**src/rtl/bus_arb_pkg.sv**
```systemverilog
// Shared types and constants for the IF/MEM external bus arbiter.
// The stall-vector indices must match the pipeline controller's numbering.
package bus_arb_pkg;

  typedef enum logic [1:0] {
    IDLE  = 2'd0,
    IBUSY = 2'd1,
    DBUSY = 2'd2
  } arb_state_e;

  localparam int STG_IF  = 0;
  localparam int STG_MEM = 3;

endpackage

```
**src/rtl/bus_port_buf.sv**
```systemverilog
// Per-port result buffer: buffer-valid flag, held read data, and the drop flag
// that discards a transaction flushed while it was on the bus.
module bus_port_buf
  import bus_arb_pkg::*;
#(
  parameter int DW = 32
) (
  input  logic          clk,
  input  logic          rst,
  input  logic          consume,
  input  logic          flush,
  input  logic          capture,
  input  logic          in_flight,
  input  logic [DW-1:0] cap_data,
  output logic          bv,
  output logic [DW-1:0] rdata
);

  logic drop;
  logic keep;

  // A flush landing on the ack edge discards the data just like a pending drop.
  assign keep = capture & ~drop & ~flush;

  always_ff @(posedge clk or posedge rst) begin
    if (rst) begin
      bv    <= 1'b0;
      drop  <= 1'b0;
      rdata <= '0;
    end else begin
      if (flush)
        bv <= 1'b0;
      else if (keep)
        bv <= 1'b1;
      else if (consume)
        bv <= 1'b0;

      if (capture)
        drop <= 1'b0;
      else if (flush && in_flight)
        drop <= 1'b1;

      if (keep)
        rdata <= cap_data;
    end
  end

endmodule

```
**src/rtl/bus_arbiter.sv**
```systemverilog
// Single external bus shared by instruction fetch and data access; data wins.
// One transaction at a time, results parked in per-port buffers.
module bus_arbiter
  import bus_arb_pkg::*;
#(
  parameter int AW = 32,
  parameter int DW = 32
) (
  input  logic            clk,
  input  logic            rst,
  input  logic            i_en,
  input  logic [AW-1:0]   i_addr,
  output logic [DW-1:0]   i_rdata,
  output logic            i_stallreq,
  input  logic            i_stall,
  input  logic            i_flush,
  input  logic            d_en,
  input  logic [DW/8-1:0] d_wen,
  input  logic [AW-1:0]   d_addr,
  input  logic [DW-1:0]   d_wdata,
  output logic [DW-1:0]   d_rdata,
  output logic            d_stallreq,
  input  logic            d_stall,
  input  logic            d_flush,
  output logic            bus_req,
  output logic [DW/8-1:0] bus_wen,
  output logic [AW-1:0]   bus_addr,
  output logic [DW-1:0]   bus_wdata,
  input  logic            bus_ack,
  input  logic [DW-1:0]   bus_rdata
);

  arb_state_e      state_q, state_d;
  logic            bus_req_d;
  logic [DW/8-1:0] bus_wen_d;
  logic [AW-1:0]   bus_addr_d;
  logic [DW-1:0]   bus_wdata_d;
  logic            i_bv, d_bv;
  logic            i_pend, d_pend;
  logic            i_busy, d_busy;

  assign i_busy     = (state_q == IBUSY);
  assign d_busy     = (state_q == DBUSY);
  assign i_stallreq = i_en & ~i_bv;
  assign d_stallreq = d_en & ~d_bv;
  // Nothing goes out on the bus for a port that is being flushed this cycle.
  assign i_pend     = i_en & ~i_bv & ~i_flush;
  assign d_pend     = d_en & ~d_bv & ~d_flush;

  always_comb begin
    state_d     = state_q;
    bus_req_d   = bus_req;
    bus_wen_d   = bus_wen;
    bus_addr_d  = bus_addr;
    bus_wdata_d = bus_wdata;
    case (state_q)
      IDLE: begin
        if (d_pend) begin
          state_d     = DBUSY;
          bus_req_d   = 1'b1;
          bus_wen_d   = d_wen;
          bus_addr_d  = d_addr;
          bus_wdata_d = d_wdata;
        end else if (i_pend) begin
          state_d     = IBUSY;
          bus_req_d   = 1'b1;
          bus_wen_d   = '0;
          bus_addr_d  = i_addr;
          bus_wdata_d = '0;
        end
      end
      IBUSY, DBUSY: begin
        if (bus_ack) begin
          state_d   = IDLE;
          bus_req_d = 1'b0;
        end
      end
      default: state_d = IDLE;
    endcase
  end

  always_ff @(posedge clk or posedge rst) begin
    if (rst) begin
      state_q   <= IDLE;
      bus_req   <= 1'b0;
      bus_wen   <= '0;
      bus_addr  <= '0;
      bus_wdata <= '0;
    end else begin
      state_q   <= state_d;
      bus_req   <= bus_req_d;
      bus_wen   <= bus_wen_d;
      bus_addr  <= bus_addr_d;
      bus_wdata <= bus_wdata_d;
    end
  end

  bus_port_buf #(.DW(DW)) u_i_buf (
    .clk       (clk),
    .rst       (rst),
    .consume   (~i_stall),
    .flush     (i_flush),
    .capture   (bus_ack & i_busy),
    .in_flight (i_busy),
    .cap_data  (bus_rdata),
    .bv        (i_bv),
    .rdata     (i_rdata)
  );

  bus_port_buf #(.DW(DW)) u_d_buf (
    .clk       (clk),
    .rst       (rst),
    .consume   (~d_stall),
    .flush     (d_flush),
    .capture   (bus_ack & d_busy),
    .in_flight (d_busy),
    .cap_data  (bus_rdata),
    .bv        (d_bv),
    .rdata     (d_rdata)
  );

endmodule

```
**config.mk**
```make
export PLATFORM = sky130hd
export DESIGN_NAME = bus_arbiter
export DESIGN_NICKNAME = d
export VERILOG_FILES = /design/src/rtl/bus_arb_pkg.sv /design/src/rtl/bus_port_buf.sv /design/src/rtl/bus_arbiter.sv
export SDC_FILE = /design/constraint.sdc
export NUM_CORES = 1
export LEC_CHECK = 0
export CORE_MARGIN = 1.5
export CORE_UTILIZATION = 45
export CTS_CLUSTER_SIZE = 30
export DETAILED_ROUTE_END_ITERATION = 6
export GPL_ROUTABILITY_DRIVEN = 0
export PLACE_DENSITY_LB_ADDON = 0.1
export SYNTH_ARGS = -nofsm -noshare
export SYNTH_HDL_FRONTEND = slang
export SYNTH_SLANG_ARGS = --single-unit
```
**constraint.sdc**
```tcl
create_clock -name clk -period 12.8 [get_ports clk]
set_clock_uncertainty 0.1 [all_clocks]
set_input_delay 2.56 -clock clk [delete_from_list [all_inputs] [get_ports clk]]
set_output_delay 2.56 -clock clk [all_outputs]
set_load 0.03 [all_outputs]
```
== Word level (Yosys, flattened, before mapping) ==
Index checks and enable logic that the tools add are counted.
Word-level totals
  word-level logic and storage cells: 68
  flip-flop bits (word level): 139
  output and inout port bits: 135
Cells by class
  bitwise logic cells: 16
  reduce and logical (&&, ||, !) cells: 11
  eq/ne operators: 6
  muxes and demuxes: 24
Operator list (count)
  32-bit two-way mux: 4
  1-bit two-way mux: 13
  1-bit AND: 10
  4-bit two-way mux: 2
  2-bit nonzero test: 4
  2-bit two-way mux: 3
  3-bit by 1-bit != test with 1-bit output (second input constant): 2
  1-bit NOT: 6
  2-bit one-hot mux with 2 select lines: 1
  2-bit AND reduction: 2
  3-bit != test (second input constant): 1
  3-bit AND reduction: 1
  2-bit by 1-bit == test with 1-bit output (second input constant): 1
  2-bit == test (second input constant): 1
  1-bit logical AND: 2
  2-bit logical NOT: 1
  2-bit != test (second input constant): 1
  1-bit one-hot mux with 2 select lines: 1
  2-bit OR reduction: 1

== Logic depth before layout (Yosys ltp) ==
Gate-level depths: netlist of the first run.
  depth after elaboration: 6
  mapped depth: 8

== Hierarchy ==
A second synthesis of the first run with hierarchy kept.
Unflattened totals
  cell total of the unflattened synthesis: 368
  area total of the unflattened synthesis: 5736.8 sq um
Modules (own cells, without submodules)
  bus_arbiter: times used 1, cells an instance 216, area an instance 3149.3 sq um, seq. area each 1776.7 sq um
  bus_port_buf: times used 2, cells an instance 76, area an instance 1293.7 sq um, seq. area each 850.8 sq um

== Least setup slack after synthesis of the first run ==
No wires, ideal clock.
  kind: input -> output
  start: input d_en
  end: output d_stallreq
  buffers on the path: 1
  stages on the path: 2
  required time: 10.140 ns
  data arrival time: 3.223 ns
  path slack: 6.917 ns
  path through: clkbuf_1 nor2b_1
Between the ends
  longest elaborated chain between the ends: 1
RTL lines
  start: declaration: RTL line bus_arbiter.sv:17  | input logic d_en,
  1-bit AND: RTL line bus_arbiter.sv:45  | assign d_stallreq = d_en & ~d_bv;
  end: declaration: RTL line bus_arbiter.sv:22  | output logic d_stallreq,
Every way passes these cells.

== Final worst setup path of the first run ==
Ends and elaborated chain as after synthesis.

==> key figures, run 1 <==
Clock network
  – Worst-path clk slew: ~60 ps
  – Cts repair resizes: 0
  – CTS Buffer Depth: 2
  – Clock latency on the worst-skew pair: approximately 420 ps
  – Cts hold-fix bufs: 0
  – CTS Sinks: between 100 and 150
  – CTS buffer count: 17
  – Post-CTS Setup Bufs: 0
  – Root Buffer: clkbuf_16
  – CTS H-tree lvls: 4
  – CTS tree: built

Worst setup path
  – Crit Path Class: primary input to primary output
  – Worst Setup EP: d_stallreq
  – Crit. Startpoint: d_en
  – Critical Path Fanout Max: 35
  – Reg2Reg Depth: 7
  – CP Data Required Time: between 10000 and 15000 ps
  – Setup slack, reg-to-reg: 10120 ps
  – Startpoint types: primary input
  – Arrival time at the worst endpoint: approximately 4200 ps
  – R2r endpoint: bus_addr[15]
  – Launch point of the worst reg-to-reg path: state_q[0]
  – CP endpoint kind: primary output

Logic synthesis
  – Yosys cell types: 33
  – Area contributors post-synth: dfrtp_1 (58%), mux2_2 (12%), a22o_1 (5.2%), or4b_1 (5.0%), a2bb2oi_1 (3.2%)
  – Top-area cell type share of the netlist area: between 50% and 60%
  – Post-synthesis cell type with the largest combined area: dfrtp_1
  – Sequential fraction of the synthesis area: 57.9%
  – Top cells by count, synth: dfrtp_1 (139), mux2_2 (64), a22o_1 (36)
  – Mapped Cells: just over 400
  – Main synth FF type: dfrtp_1
  – Post-synth net total: roughly 560
  – EDFF count, synth: 0
  – FF+latch count, synth: about 140
  – Avg Inst Size Synth: 14.6 µm²
  – Post-synth ARST share: 100%
  – Most frequent cell after synthesis: dfrtp_1
  – Post-Syn Area: between 6000 and 7000 µm²
  – Synth warnings: 0

Pwr
  – Leakage power: 0.00387 µW
  – Maximum VDD drop: approximately 150 µV
  – Cell Pwr Density: between 200 and 300 nW/µm²

STA
  – Min Tclk post-route: roughly 6800 ps
  – Final Cycle Share: between 50% and 60%
  – # setup viols final: 0
  – FMAX: around 0.15 GHz
  – Final setup TNS: 0 ps
  – Final number of hold-violating endpoints: 0
  – Slew Limit Headroom: 34.1%
  – Tightest Pin Transition: 988 ps
  – Count of pins over their slew limit: 0
  – Unrepaired setup endpoints after global routing: false

Die
  – DIE HEIGHT: between 100 and 150 µm
  – Starting density of the core: 45.7%
  – Area of the core: about 13000 µm²
  – Die X: roughly 120 µm
  – Top-Level Pins: 276
  – Row count: between 40 and 50
  – Die area: 14000 µm²

Global routing
  – First-pass GRT wire length: approximately 27 mm
  – Number of global-route vias before repair: ~4900
  – Global routing's busiest layer: met2
  – Met1 Resource Use GR: 30.6%
  – Met3 usage: under 10%
  – Antenna violations before repair: 0
  – Largest net degree at the start of global routing: 80
  – GRT Total Usage: 25.0%
  – Gr ovfl total: 0
  – Routing usage on met2: 40.0%

Drt
  – ANT nets after route: 0
  – Vias: around 4700
  – Post-route DRC: 0
  – DRT iter0 DRCs: roughly 270
  – DR vias/cell: ~5.4
  – DRT Wirelength: 16.9 mm
  – Wire per inst: slightly below 20 µm
  – First-pass detailed-route iteration total: 4

Finish
  – Final nets: ~800
  – Layout cells sized above 1: between 10% and 20%
  – Antenna cells: 0
  – Util after Layout: around 70%
  – Synth-to-layout area growth: 56.2%

Status
  – Outcome: finished clean

Placed design
  – Final HPWL DP: ~11 mm
  – PortBufs: between 200 and 300

Flow run
  – # Max-Cap Violations: 0

Min path
  – Worst hold path class: register to register
cell usage in the layout, fill, tap and decap left out, types with 3 or more instances in the layout:
cell type	n
mux2_2	64
a21oi_1	5
clkinvlp_4	3
nor2b_1	3
a2bb2oi_2	10
clkbuf_16	17
ha_1	3
a22o_1	36
clkinv_2	3
o31ai_2	8
inv_1	3
a2bb2oi_1	22
buf_4	9
clkbuf_8	3
or4b_1	30
nand2_1	5
clkdlybuf4s50_1	275
o31ai_1	25
dfrtp_1	139
metal layers:
layer / vias to the layer above / share of wire (%)
li1: 2119 / -
met1: 2333 / 40
met2: 208 / 48
met3: 30 / 9.2
met4: 0 / 2.6
met5: - / 0
report_power, final:
group	total, µW	internal (µW)	switching (µW)
sequential	776	653	123
clock	486	302	184
combinational	1290	589	706
flip-flops by register name, indices dropped and copies added, names as in the netlist:
signal,cells
bus_addr,32
bus_wdata,32
u_d_buf.rdata,32
u_i_buf.rdata,32
bus_wen,4
state_q,2
bus_req,1
u_d_buf.bv,1
u_d_buf.drop,1
u_i_buf.bv,1
u_i_buf.drop,1
how the worst min path moves through the flow:
stage | startpoint | endpoint | slack, ps | cells past startpoint
after floorplan | u_d_buf.drop | u_d_buf.drop | 410 | 2
after global placement | bus_wdata[5] | bus_wdata[5] | 380 | 1
after detailed placement | bus_wdata[4] | bus_wdata[4] | 380 | 1
after CTS | bus_wdata[5] | bus_wdata[5] | 400 | 1
after global routing | bus_wdata[27] | bus_wdata[27] | 410 | 1
final | bus_wdata[5] | bus_wdata[5] | 400 | 1
critical path, stage by stage:
cell and delay [ps]:
clkdlybuf4s50_1 450, buf_4 280, nor2b_1 170, clkdlybuf4s50_1 690
stage by stage:
stage / power [µW] / worst slack [ps] / cell area, µm² / cells / hold slack (ps)
2_1_floorplan: 1530 / 6420 / 6010 / 412 / 411
3_3_place_gp: 2050 / 5990 / 8790 / 833 / 382
3_5_place_dp: 2080 / 6000 / 8790 / 833 / 382
4_1_cts: 2580 / 6000 / 9380 / 865 / 403
5_1_grt: 2670 / 5950 / 9380 / 865 / 415
6_report: 2560 / 5990 / 9380 / 865 / 398
final cells by class:
type | instances | area (µm²)
clock buffer | 22 | 474
timing repair buffer | 284 | 2820
inverter | 4 | 20.0
clock inverter | 10 | 115
fill | 923 | 3760
tap | 176 | 220
multi-input combinational | 230 | 2250
sequential | 139 | 3480
cell families (layout without fill, tap and decap cells):
group	Yosys count	after routing	synth area share, %
flops	139	139	57.9
buf+inv	43	320	4.79
compound gates	112	112	16.9
simple gates	51	51	7.79
mux	64	64	12.0
fa+ha+maj	3	3	0.625
No activity file was read; power rests on OpenSTA's default activity.
==> inputs of run 2 (changes only) <==
CORE_UTILIZATION = 42   (was 45)
clock period = 6.3 ns   (was 12.8 ns; I/O delays follow)
==> run 2 against run 1 <==
Net effect: total power up 100%; clock-buffer cell count unchanged; cell area about the same; hold slack better by 3.3 ps; flip-flop and latch count unchanged; combinational power up 100%; routed wire length up 0.78%; die area up 7.0%; via count down 1.0%; critical path depth unchanged; final cell count up 0.58%; sequential share of layout area about the same; largest power group unchanged; highest routed layer unchanged.
==> key figures, run 2 (synthesis results as in run 1) <==
Clock network
  – CTS tree: built
  – Post-CTS Setup Bufs: 0 (unchanged)
  – Cts hold-fix bufs: 0 (unchanged)
  – Cts repair resizes: 0 (unchanged)
  – Root Buffer: clkbuf_16
  – CTS Sinks: 139 (unchanged)
  – Clock latency on the worst-skew pair: 410 ps (about the same)
  – CTS Buffer Depth: 2 (unchanged)
  – Worst-path clk slew: 50 ps (about the same)
  – CTS buffer count: 17 (unchanged)
  – CTS H-tree lvls: 4 (unchanged)

Worst setup path
  – CP Data Required Time: 4940 ps (-5200 ps)
  – Critical Path Fanout Max: 35 (unchanged)
  – Crit Path Class: primary input to primary output
  – Startpoint types: primary input
  – Arrival time at the worst endpoint: 2870 ps (-1280 ps)
  – CP endpoint kind: primary output

Status
  – Outcome: finished clean

Drt
  – First-pass detailed-route iteration total: 4 (unchanged)
  – Vias: 4642 (-1.0%)
  – Post-route DRC: 0 (unchanged)
  – DRT iter0 DRCs: 294 (+7.7%)
  – DRT Wirelength: 17.0 mm (+0.78%)
  – Wire per inst: 19.6 µm (+0.20%)
  – DR vias/cell: 5.34 (-1.6%)
  – ANT nets after route: 0 (unchanged)

Placed design
  – Placed inst area: 8800 µm² (+0.14%)
  – Placed cells: 838 (+0.60%)
  – PortBufs: 275 (unchanged)
  – Final HPWL DP: 11.6 mm (+1.5%)

Global routing
  – GRT Total Usage: 22.8% (-2.2 points)
  – Largest net degree at the start of global routing: 91 (+14%)
  – Number of global-route vias before repair: 4932 (+0.76%)
  – Antenna violations before repair: 0 (unchanged)
  – Gr ovfl total: 0 (unchanged)
  – First-pass GRT wire length: 26.2 mm (-3.4%)

Finish
  – Cell Count, Final, Fillers Out: 870 (+0.58%)
  – Finished Cell Area: 9380 µm² (about the same)
  – Antenna cells: 0 (unchanged)
  – FILL cells: 1024 (+11%)
  – Final nets: 821 (+0.12%)
  – Util after Layout: 67.3% (-4.1 points)
  – Layout cells sized above 1: 18.8% (-0.027 points)
  – Area of the multi-input gates: 2250 µm² (unchanged)
  – Register area: 3480 µm² (unchanged)
  – Most common cell after layout, fill and taps aside: clkdlybuf4s50_1
  – Most frequent cells in the layout: clkdlybuf4s50_1 (275), dfrtp_1 (139), mux2_2 (64)
  – Synth-to-layout area growth: 56.2% (about the same)

STA
  – # setup viols final: 0 (unchanged)
  – Tightest Pin Transition: 807 ps (-181 ps)
  – Final setup TNS: 0 ps (unchanged)
  – Unrepaired setup endpoints after global routing: false
  – Min Tclk post-route: between 4000 and 5000 ps
  – Final Cycle Share: ~67%
  – FMAX: about 0.24 GHz
  – Count of pins over their slew limit: 0 (unchanged)
  – Final number of hold-violating endpoints: 0 (unchanged)
  – Slew Limit Headroom: 46.2% (+12 points)

Die
  – Top-Level Pins: 276 (unchanged)
  – DIE HEIGHT: 123 µm (+3.4%)
  – Area of the core: 13900 µm² (+6.1%)
  – Die X: 123 µm (+3.4%)
  – Starting density of the core: 43.1% (-2.6 points)
  – Die area: 15000 µm² (+7.0%)
  – Row count: 43 (+2.4%)

Flow run
  – # Max-Cap Violations: 0 (unchanged)

Pwr
  – Cell Pwr Density: 553 nW/µm² (+100%)
  – Leakage power: 0.00387 µW (about the same)
  – Maximum VDD drop: 391 µV (+170%)
  – Final Power: 5180 µW (+100%)

Min path
  – Worst hold path class: register to register
-- run 2: worst max-delay path: stages --
cell and delay (ps):
clkdlybuf4s50_1 460, buf_4 280, nor2b_1 180, clkdlybuf4s50_1 690
-- run 2: layer usage --
layer	wire length (µm)	vias to the layer above	track usage [%]
met5	0	-	0
met4	412	0	9.96
met3	1520	32	8.64
met2	8210	180	37.8
met1	6880	2312	26.5
li1	-	2118	-
-- run 2: area by class of cell --
type / instances / share of cell area (%)
inverters: 4 / 0.213
well taps: 180 / 2.40
clock buffers: 22 / 4.95
multi-input cells: 230 / 24.0
flip-flops and latches: 139 / 37.1
repair buffers: 285 / 30.1
clock inverters: 10 / 1.23
-- run 2: per-stage QoR --
| step | worst slack (ps) | hold WS, ps |
|---|---|---|
| floorplan | 1220 | 411 |
| finish | 2070 | 401 |
| global route | 2030 | 416 |
| detailed placement | 2080 | 382 |
| global placement | 2090 | 383 |
| CTS | 2080 | 402 |
-- run 2: final timing paths --
kind,startpoint,end,slack [ps],cells after the start
max in group asynchronous,rst,u_i_buf.rdata[29],3660,3
setup reg to reg,state_q[0],bus_addr[10],3890,7
min in group asynchronous,rst,bus_wdata[24],1290,2
setup / recovery,d_en,d_stallreq,2070,4
hold reg to reg,bus_wen[0],bus_wen[0],400,1
hold / removal,bus_wen[0],bus_wen[0],400,1
-- run 2: report_power, final --
part           internal (µW)  leakage, µW  switching [µW]
sequential              1330      0.00169             242
clock                    603     0.000277             375
combinational           1200      0.00190            1440
